## config.mk

```make
export PLATFORM = sky130hd
export DESIGN_NAME = drive_arbiter_flat
export DESIGN_NICKNAME = d
export VERILOG_FILES = /design/src/rtl/drive_arbiter_if.sv /design/src/rtl/drive_arbiter.sv /design/src/flat_wrapper.sv
export SDC_FILE = /design/constraint.sdc
export NUM_CORES = 1
export LEC_CHECK = 0
export CAP_MARGIN = 15
export CORE_ASPECT_RATIO = 0.8
export CORE_MARGIN = 2
export CORE_UTILIZATION = 55
export CTS_CLUSTER_DIAMETER = 40
export DETAILED_ROUTE_END_ITERATION = 6
export DONT_BUFFER_PORTS = 1
export GPL_TIMING_DRIVEN = 0
export HOLD_SLACK_MARGIN = 0.08
export PLACE_DENSITY = 0.7
export SKIP_CTS_REPAIR_TIMING = 1
export SYNTH_ARGS = -nofsm -noshare
export SYNTH_HDL_FRONTEND = slang
export SYNTH_SLANG_ARGS = --single-unit
```

## constraint.sdc

```tcl
create_clock -name clk -period 3.16 [get_ports clk]
set_input_delay 0.948 -clock clk [delete_from_list [all_inputs] [get_ports clk]]
set_output_delay 0.948 -clock clk [all_outputs]
set_load 0.02 [all_outputs]
```

## src/rtl/drive_arbiter_if.sv

```systemverilog
// Bus between the sensing side (range + line tracker) and the drive arbiter.
// No handshake: every input is sampled on every rising clock and every output is registered, valid each cycle.
interface drive_arbiter_if #(
  parameter int DIST_W = 20
);
  logic [DIST_W-1:0] distance;
  logic [1:0]        tracker_state;
  logic              line_seen;
  logic [1:0]        mode;
  logic              slow;
  logic              blocked;
  logic [2:0]        state;

  modport master (
    output distance, tracker_state, line_seen,
    input  mode, slow, blocked, state
  );

  modport slave (
    input  distance, tracker_state, line_seen,
    output mode, slow, blocked, state
  );
endinterface

```

## src/rtl/drive_arbiter.sv

```systemverilog
// Motion arbiter: obstacle stop/resume hysteresis, optional slow zone, line-loss recovery.
// Define DRIVE_ARB_SLOW_EN to build the SLOW state and the slow-zone compare.
module drive_arbiter #(
  parameter int DIST_W    = 20,
  parameter int STOP_CM   = 50,
  parameter int RESUME_CM = 60,
  parameter int SLOW_CM   = 100,
  parameter int HOLD_CYC  = 1_000_000,
  parameter int LOST_CYC  = 25_000_000
) (
  input logic             clk,
  input logic             rst,
  drive_arbiter_if.slave  bus
);

  localparam logic [2:0] ST_RUN     = 3'd0;
  localparam logic [2:0] ST_SLOW    = 3'd1;
  localparam logic [2:0] ST_BLOCKED = 3'd2;
  localparam logic [2:0] ST_RECOVER = 3'd3;
  localparam logic [2:0] ST_LOST    = 3'd4;

  localparam int HOLD_W = $clog2(HOLD_CYC + 1);
  localparam int LOST_W = $clog2(LOST_CYC + 1);

  localparam logic [DIST_W-1:0] STOP_D   = DIST_W'(STOP_CM);
  localparam logic [DIST_W-1:0] RESUME_D = DIST_W'(RESUME_CM);
  localparam logic [DIST_W-1:0] SLOW_D   = DIST_W'(SLOW_CM);
  localparam logic [HOLD_W-1:0] HOLD_MAX = HOLD_W'(HOLD_CYC);
  localparam logic [LOST_W-1:0] LOST_MAX = LOST_W'(LOST_CYC);

  logic [2:0]        state_q, state_d;
  logic [HOLD_W-1:0] hold_q, hold_d;
  logic [LOST_W-1:0] lost_q, lost_d;
  logic [1:0]        last_steer_q, last_steer_d;
  logic [1:0]        mode_q, mode_d;
  logic              slow_q, slow_d;
  logic              blocked_q, blocked_d;

  logic              obstacle;
  logic              clear;
  logic              slow_zone;
  logic [2:0]        track_st;
  logic [HOLD_W-1:0] hold_inc;
  logic [LOST_W-1:0] lost_inc;

  assign obstacle = (bus.distance <= STOP_D);
  assign clear    = (bus.distance >= RESUME_D);

`ifdef DRIVE_ARB_SLOW_EN
  assign slow_zone = (bus.distance <= SLOW_D);
  assign slow_d    = (state_d == ST_SLOW) || (state_d == ST_RECOVER);
`else
  logic slow_cfg_unused;
  assign slow_cfg_unused = ^SLOW_D;
  assign slow_zone       = 1'b0;
  assign slow_d          = 1'b0;
`endif

  assign track_st = slow_zone ? ST_SLOW : ST_RUN;
  assign hold_inc = (hold_q == HOLD_MAX) ? hold_q : hold_q + HOLD_W'(1);
  assign lost_inc = (lost_q == LOST_MAX) ? lost_q : lost_q + LOST_W'(1);

  // Counters stay zero outside their own state, so every entry starts a fresh count.
  always_comb begin
    state_d      = ST_BLOCKED;
    hold_d       = '0;
    lost_d       = '0;
    last_steer_d = last_steer_q;
    case (state_q)
      ST_BLOCKED: begin
        if ((hold_q >= HOLD_MAX) && !obstacle) begin
          state_d = bus.line_seen ? track_st : ST_RECOVER;
        end else begin
          state_d = ST_BLOCKED;
          hold_d  = clear ? hold_inc : '0;
        end
      end
      ST_RUN, ST_SLOW: begin
        if (bus.tracker_state != 2'b00) last_steer_d = bus.tracker_state;
        if (obstacle)           state_d = ST_BLOCKED;
        else if (!bus.line_seen) state_d = ST_RECOVER;
        else                    state_d = track_st;
      end
      ST_RECOVER: begin
        if (obstacle)                state_d = ST_BLOCKED;
        else if (bus.line_seen)      state_d = track_st;
        else if (lost_inc >= LOST_MAX) state_d = ST_LOST;
        else begin
          state_d = ST_RECOVER;
          lost_d  = lost_inc;
        end
      end
      ST_LOST: begin
        if (obstacle)           state_d = ST_BLOCKED;
        else if (bus.line_seen) state_d = track_st;
        else                    state_d = ST_LOST;
      end
      default: state_d = ST_BLOCKED;
    endcase
  end

  // Outputs are decoded from the next state so they change on the same edge as state.
  always_comb begin
    mode_d    = 2'b00;
    blocked_d = (state_d == ST_BLOCKED);
    case (state_d)
      ST_RUN, ST_SLOW: mode_d = bus.tracker_state;
      ST_RECOVER:      mode_d = last_steer_d;
      default:         mode_d = 2'b00;
    endcase
  end

  always_ff @(posedge clk or posedge rst) begin
    if (rst) begin
      state_q      <= ST_BLOCKED;
      hold_q       <= '0;
      lost_q       <= '0;
      last_steer_q <= 2'b11;
      mode_q       <= 2'b00;
      slow_q       <= 1'b0;
      blocked_q    <= 1'b1;
    end else begin
      state_q      <= state_d;
      hold_q       <= hold_d;
      lost_q       <= lost_d;
      last_steer_q <= last_steer_d;
      mode_q       <= mode_d;
      slow_q       <= slow_d;
      blocked_q    <= blocked_d;
    end
  end

  assign bus.mode    = mode_q;
  assign bus.slow    = slow_q;
  assign bus.blocked = blocked_q;
  assign bus.state   = state_q;

endmodule

```

## src/flat_wrapper.sv

```systemverilog
// flat-port wrapper written by rule: the top's interface ports become plain ports
module drive_arbiter_flat 
#(
  parameter int DIST_W    = 20,
  parameter int STOP_CM   = 50,
  parameter int RESUME_CM = 60,
  parameter int SLOW_CM   = 100,
  parameter int HOLD_CYC  = 1_000_000,
  parameter int LOST_CYC  = 25_000_000
)
  (clk, rst, bus_distance, bus_tracker_state, bus_line_seen, bus_mode, bus_slow, bus_blocked, bus_state);
  drive_arbiter_if #(.DIST_W(DIST_W)) bus_i ();
  input logic clk;
  input logic rst;
  input wire logic [$bits(bus_i.distance)-1:0] bus_distance;
  input wire logic [$bits(bus_i.tracker_state)-1:0] bus_tracker_state;
  input wire logic [$bits(bus_i.line_seen)-1:0] bus_line_seen;
  output wire logic [$bits(bus_i.mode)-1:0] bus_mode;
  output wire logic [$bits(bus_i.slow)-1:0] bus_slow;
  output wire logic [$bits(bus_i.blocked)-1:0] bus_blocked;
  output wire logic [$bits(bus_i.state)-1:0] bus_state;
  assign bus_i.distance = bus_distance;
  assign bus_i.tracker_state = bus_tracker_state;
  assign bus_i.line_seen = bus_line_seen;
  assign bus_mode = bus_i.mode;
  assign bus_slow = bus_i.slow;
  assign bus_blocked = bus_i.blocked;
  assign bus_state = bus_i.state;
  drive_arbiter #(.DIST_W(DIST_W), .STOP_CM(STOP_CM), .RESUME_CM(RESUME_CM), .SLOW_CM(SLOW_CM), .HOLD_CYC(HOLD_CYC), .LOST_CYC(LOST_CYC)) u_core (.clk(clk), .rst(rst), .bus(bus_i));
endmodule
```

# Word-level counts from Yosys, hierarchy flattened
# Index checks and enable logic that the tools add are counted.
# totals
regBits,53
latchBits,0
ram_bits,0
mem_bits_ro,0
input_bits,25
out_inout_bits,7
wordCells,50
n_memories,0
# classes
n_addsub,2
n_mul,0
div,0
order_cmp,4
n_eq_ne,10
shifts,0
mux,21
bitwise,0
reduce_logical,7
# ops
cell,count
$mux 25,5
$mux 20,4
$add 25x1->25 const B,1
$eq 25x25->1 const B,1
$ge 25x25->1 const B,1
$mux 3,7
$add 20x1->20 const B,1
$eq 20x20->1 const B,1
$ge 20x20->1 const B,1
$ge 20x6->1 const B,1
$le 20x6->1 const B,1
$eq 3x2->1 const B,4
$pmux 3 s4,1
$eq 3x1->1 const B,2
$logic_not 3->1,2
$mux 2,3
$ne 4x4->1 const B,1
$pmux 2 s2,1
$reduce_or 2->1,2
$eq 3x3->1 const B,1
$reduce_bool 2->1,1
$logic_and 1x1->1,1
$logic_not 1->1,1

# Longest topological paths before layout
# depth
depth_word,10
ltp_mapped,9
depth_no_buf,8

# Worst setup path before layout
# No wires, ideal clock.
# synth_path
kind,input -> register
startpoint,in bus_distance[7]
endpoint,"reg u_core.mode_q[0], in the netlist u_core.bus.mode[0]"
setup_ps,138
t_arrival_ps,2331
required_time_ps,3022
setup_slack_ps,691
path_stages,7
n_path_buf,0
cell_sequence,nor4_1 -> nand4_1 -> nor2_1 -> o22ai_1 -> mux2_2 -> a32oi_1 -> o31ai_1
# synth_between
elab_chain_cells,8
word_cells_on_any_way,13
cone_classes,1 x order compare; 2 x eq/ne; 6 x mux; 4 x reduce/logical
# synth_rtl
item,line_no,text
"start, declared",flat_wrapper.sv:15,input wire logic [$bits(bus_i.distance)-1:0] bus_distance;
$le 20x6->1 (*),drive_arbiter.sv:46,assign obstacle = (bus.distance <= STOP_D);
$logic_not 1->1,drive_arbiter.sv:71,if ((hold_q >= HOLD_MAX) && !obstacle) begin
$logic_and 1x1->1,drive_arbiter.sv:71,
$mux 3,drive_arbiter.sv:71,
$pmux 3 s4 (*),drive_arbiter.sv:69,case (state_q)
$eq 3x1->1 / $logic_not 3->1 (equally long branches),drive_arbiter.sv:106,case (state_d)
$reduce_or 2->1,drive_arbiter.sv:106,
$pmux 2 s2 (*),drive_arbiter.sv:106,
net u_core.mode_d[0],drive_arbiter.sv:35,"logic [1:0] mode_q, mode_d;"
"end signal, assigned",drive_arbiter.sv:127,mode_q <= mode_d;
"end, declared",drive_arbiter.sv:35,
# The timed path passes the listed nets; every way through them passes the cells marked *.
# A chain may end at the register's enable or synchronous reset.

# Worst setup path in the final report
# layout_path
startpoint,reg u_core.lost_q[1]
endpoint,"reg u_core.state_q[0], in the netlist u_core.bus.state[0]"
# layout_between
elab_chain_cells,7
word_cells_on_any_way,8
cone_classes,1 x add/sub; 1 x order compare; 1 x eq/ne; 5 x mux
# layout_rtl
item,line_no,text
"start, declared",drive_arbiter.sv:33,"logic [LOST_W-1:0] lost_q, lost_d;"
"start signal, assigned",drive_arbiter.sv:125,lost_q <= lost_d;
$add 25x1->25 / $eq 25x25->1 (equally long branches),drive_arbiter.sv:61,assign lost_inc = (lost_q == LOST_MAX) ? lost_q : lost_q + LOST_W'(1);
$mux 25 (*),drive_arbiter.sv:61,
$ge 25x25->1 (*),drive_arbiter.sv:87,else if (lost_inc >= LOST_MAX) state_d = ST_LOST;
$mux 3 (*),drive_arbiter.sv:87,
$mux 3 (*),drive_arbiter.sv:86,else if (bus.line_seen) state_d = track_st;
$mux 3 (*),drive_arbiter.sv:85,if (obstacle) state_d = ST_BLOCKED;
$pmux 3 s4 (*),drive_arbiter.sv:69,
net u_core.state_d[0],drive_arbiter.sv:31,"logic [2:0] state_q, state_d;"
"end signal, assigned",drive_arbiter.sv:123,state_q <= state_d;
"end, declared",drive_arbiter.sv:31,
# Marks and branches as above.

==> impl_metrics.json <==
{
  "status": "finished, final reports clean",
  "top_area_cell_type_share_of_the_netlist_area": 0.389,
  "drt_pre_antenna_iters": 4,
  "detail-route-antenna-nets": 0,
  "leakagePower_nw": 1.38,
  "pre_cts_slack_ps": 394,
  "endpoint": "u_core.bus.state[0]$_DFF_PP0_",
  "cap_viol_max_count": 0,
  "routability_congestion_estimate_from_global_placement": 0.823,
  "timing.critical_path.mode_cell": "nor4_1",
  "kind_of_cell_adding_the_most_delay_to_the_critical_path": "simple AND/OR/NAND/NOR gates",
  "min_path_type": "in -> async",
  "area_delta_synth_final_pct": 7.98,
  "chipHeight_um": 71.7,
  "synth.area.top_cells": "dfrtp_1, nor2_1, xor2_1",
  "grt_max_degree": 44,
  "first_global_vias": 2250,
  "worst-path-max-fanout": 10,
  "finish.net_count": 382,
  "antenna_cells": 0,
  "required_ps": 3360,
  "hold_viol": 0,
  "fin_worst_skew_ps": 5.49,
  "route.vias.total": 2409,
  "grt_util_all_layers": 0.208,
  "routedWlPerCell_um": 14.0,
  "final_layout_size_suffix_gt1_frac": 0.0932,
  "reg2reg_from": "u_core.lost_q[1]$_DFF_PP0_",
  "clock_tree_from_tritoncts": "built",
  "synth_edf_count": 0,
  "first_iter_violations": 137,
  "synth.net_count": 374,
  "ys_seq_elements": 53,
  "count_of_boundary_i_o_pins": 32,
  "pwr_density_cell_nw_per_um2": 535,
  "clock_path_buffers": 2,
  "worst_slew_pin_slew_ps": 763,
  "post_synth_num_cell_types": 54,
  "start_util": 0.574,
  "global_route.overflow_total": 0,
  "initial_antenna_violation_count": 0,
  "worstSkewPairLatency_ps": 310,
  "cts.sink_count": 53,
  "clk_root_buffer_cell": "clkbuf_8",
  "max-vdd-ir-drop_uv": 296,
  "r2r_end": "u_core.bus.state[0]$_DFF_PP0_",
  "clk_pin_slew_ps": 100,
  "critical_path_arrival_ps": 3030,
  "post-dp-hpwl_mm": 4.42,
  "launching_element_type_of_the_critical_path": "register",
  "seq_area_frac_synth": 0.422,
  "viasPerCell": 5.58,
  "coreArea_um2": 5500,
  "finalNonFillerCells": 432,
  "setup_viol_count_final": 0,
  "buffer_ports.inserted": 0,
  "cts_max_level": 2,
  "die_area_um2": 6360,
  "slew_viol_final": 0,
  "die_width_um": 88.6,
  "rows": 24,
  "synth_cells": 345,
  "fin_ws_ps": 329,
  "cts_buffers": 5,
  "grt_pass1_wl_mm": 10.4,
  "n_fill_cell": 479,
  "totalNegativeSetupSlack_ps": 0,
  "timing.critical_path.depth": 9,
  "ys_async_sr_fraction": 1.00,
  "crit_path_top_delay_cell": "nor4_1",
  "dr_drc_count": 0,
  "crit_path_end_kind": "register",
  "synthFlopType": "dfrtp_1",
  "r2r_setup_slack_ps": 330,
  "syn_area_um2": 3150,
  "fmax_mhz": 353,
  "synth_largest_area_cell": "dfrtp_1",
  "total_power_mw": 1.82,
  "period_needed_ps": 2830,
  "placed_cells": 424,
  "utilization": 0.619,
  "worstPathCellList": "ha_1 -> nand3_4 -> nor4_1 -> xnor2_1 -> nor4_1 -> a211oi_2 -> o21bai_4 -> buf_6 -> nand2_1",
  "max-slew-margin-rel": 0.486,
  "layout_worst_path_cycle_share": 0.896,
  "reg2regPathDepth": 9,
  "unrepaired_setup_endpoints_after_global_routing": "no",
  "slowest_delay_ps": 500,
  "setup.worst_path.start": "u_core.lost_q[1]$_DFF_PP0_",
  "path_buf_inv": 1,
  "criticalPathCategory": "reg -> reg",
  "wirelength_mm": 6.04,
  "avgSynthCellArea_um2": 9.14,
  "yosys_warnings": 0
}
-- area by class of cell --
type                    instances  area, um2  area share
plain buffers                  14       76.3      0.0224
clock buffers                   5       68.8      0.0202
clock inverters                 3       65.1      0.0191
inverters                      13       48.8      0.0143
multi-input cells             265       1700       0.498
flip-flops and latches         53       1330       0.391
well taps                      78       97.6      0.0287
repair buffers                  1       20.0     0.00588
-- how the worst min path moves through the flow --
stage	from	endpoint	slack [ps]	cells past startpoint
after detailed placement	u_core.hold_q[19]$_DFFE_PP0P_	u_core.hold_q[19]$_DFFE_PP0P_	540	2
after floorplan	u_core.hold_q[19]$_DFFE_PP0P_	u_core.hold_q[19]$_DFFE_PP0P_	500	2
after global routing	rst	u_core.hold_q[17]$_DFFE_PP0P_	450	1
after CTS	rst	u_core.hold_q[17]$_DFFE_PP0P_	440	1
final	rst	u_core.hold_q[17]$_DFFE_PP0P_	440	1
after global placement	u_core.hold_q[19]$_DFFE_PP0P_	u_core.hold_q[19]$_DFFE_PP0P_	540	2
-- state kept, by name, indices dropped and copies added, names as in the netlist --
name / flops
u_core.lost_q: 25
u_core.hold_q: 20
u_core.bus.state: 3
u_core.bus.mode: 2
u_core.last_steer_q: 2
u_core.bus.blocked: 1
-- layer usage --
metal / vias to the layer above / routed length, um / track usage
met1: 1154 / 3330 / 0.330
met2: 40 / 2440 / 0.292
li1: 1209 / - / -
met3: 6 / 236 / 0.0461
met5: - / 0 / 0
met4: 0 / 33 / 0.0354
-- cell families after synthesis --
| family | Yosys count | synth area share |
|---|---|---|
| fa+ha+maj | 4 | 0.0159 |
| flops | 53 | 0.422 |
| other cells | 1 | 0.00119 |
| mux | 5 | 0.0163 |
| buf+inv | 27 | 0.0397 |
| xor+xnor | 42 | 0.117 |
| compound gates | 31 | 0.0774 |
| simple gates | 182 | 0.310 |
-- synthesized netlist by cell type (all sizes together), types with 6 or more instances --
cell and number:
nor2 67, a21oi 6, dfrtp 49, nor3 13, xnor2 18, inv 13
nand4 11, nand3 21, buf 6, and3 6, xor2 24, nor4 11
clkbuf 8, nand2 29
-- placed cells by master, fill, tap and decap left out, types with 4 or more instances in the layout --
cell and count:
nor3_1 11, a21oi_1 6, ha_1 4, nor2b_1 4, nor4_1 10, dfrtp_1 49
xor2_1 24, inv_1 12, xnor2_1 18, mux2i_1 4, and3_1 6, nand4_1 8
nand2_1 29, clkbuf_1 7, clkbuf_8 5, nor2_1 67, nand3_1 19, dfstp_2 4
-- stage by stage --
| stage | area, um2 | hold WS [ps] |
|---|---|---|
| CTS | 3400 | 438 |
| floorplan | 3150 | 504 |
| finish | 3400 | 437 |
| global route | 3400 | 451 |
| detailed placement | 3270 | 542 |
| global placement | 3250 | 536 |
-- report_power, final --
| group | switching (mW) | total [mW] | leakage [nW] | internal, mW |
|---|---|---|---|---|
| logic | 0.274 | 0.434 | 0.594 | 0.159 |
| clock network | 0.224 | 0.539 | 0.0681 | 0.315 |
| registers | 0.0874 | 0.849 | 0.720 | 0.762 |
| total | 0.586 | 1.82 | 1.38 | 1.24 |
No activity file was read; power rests on OpenSTA's default activity.
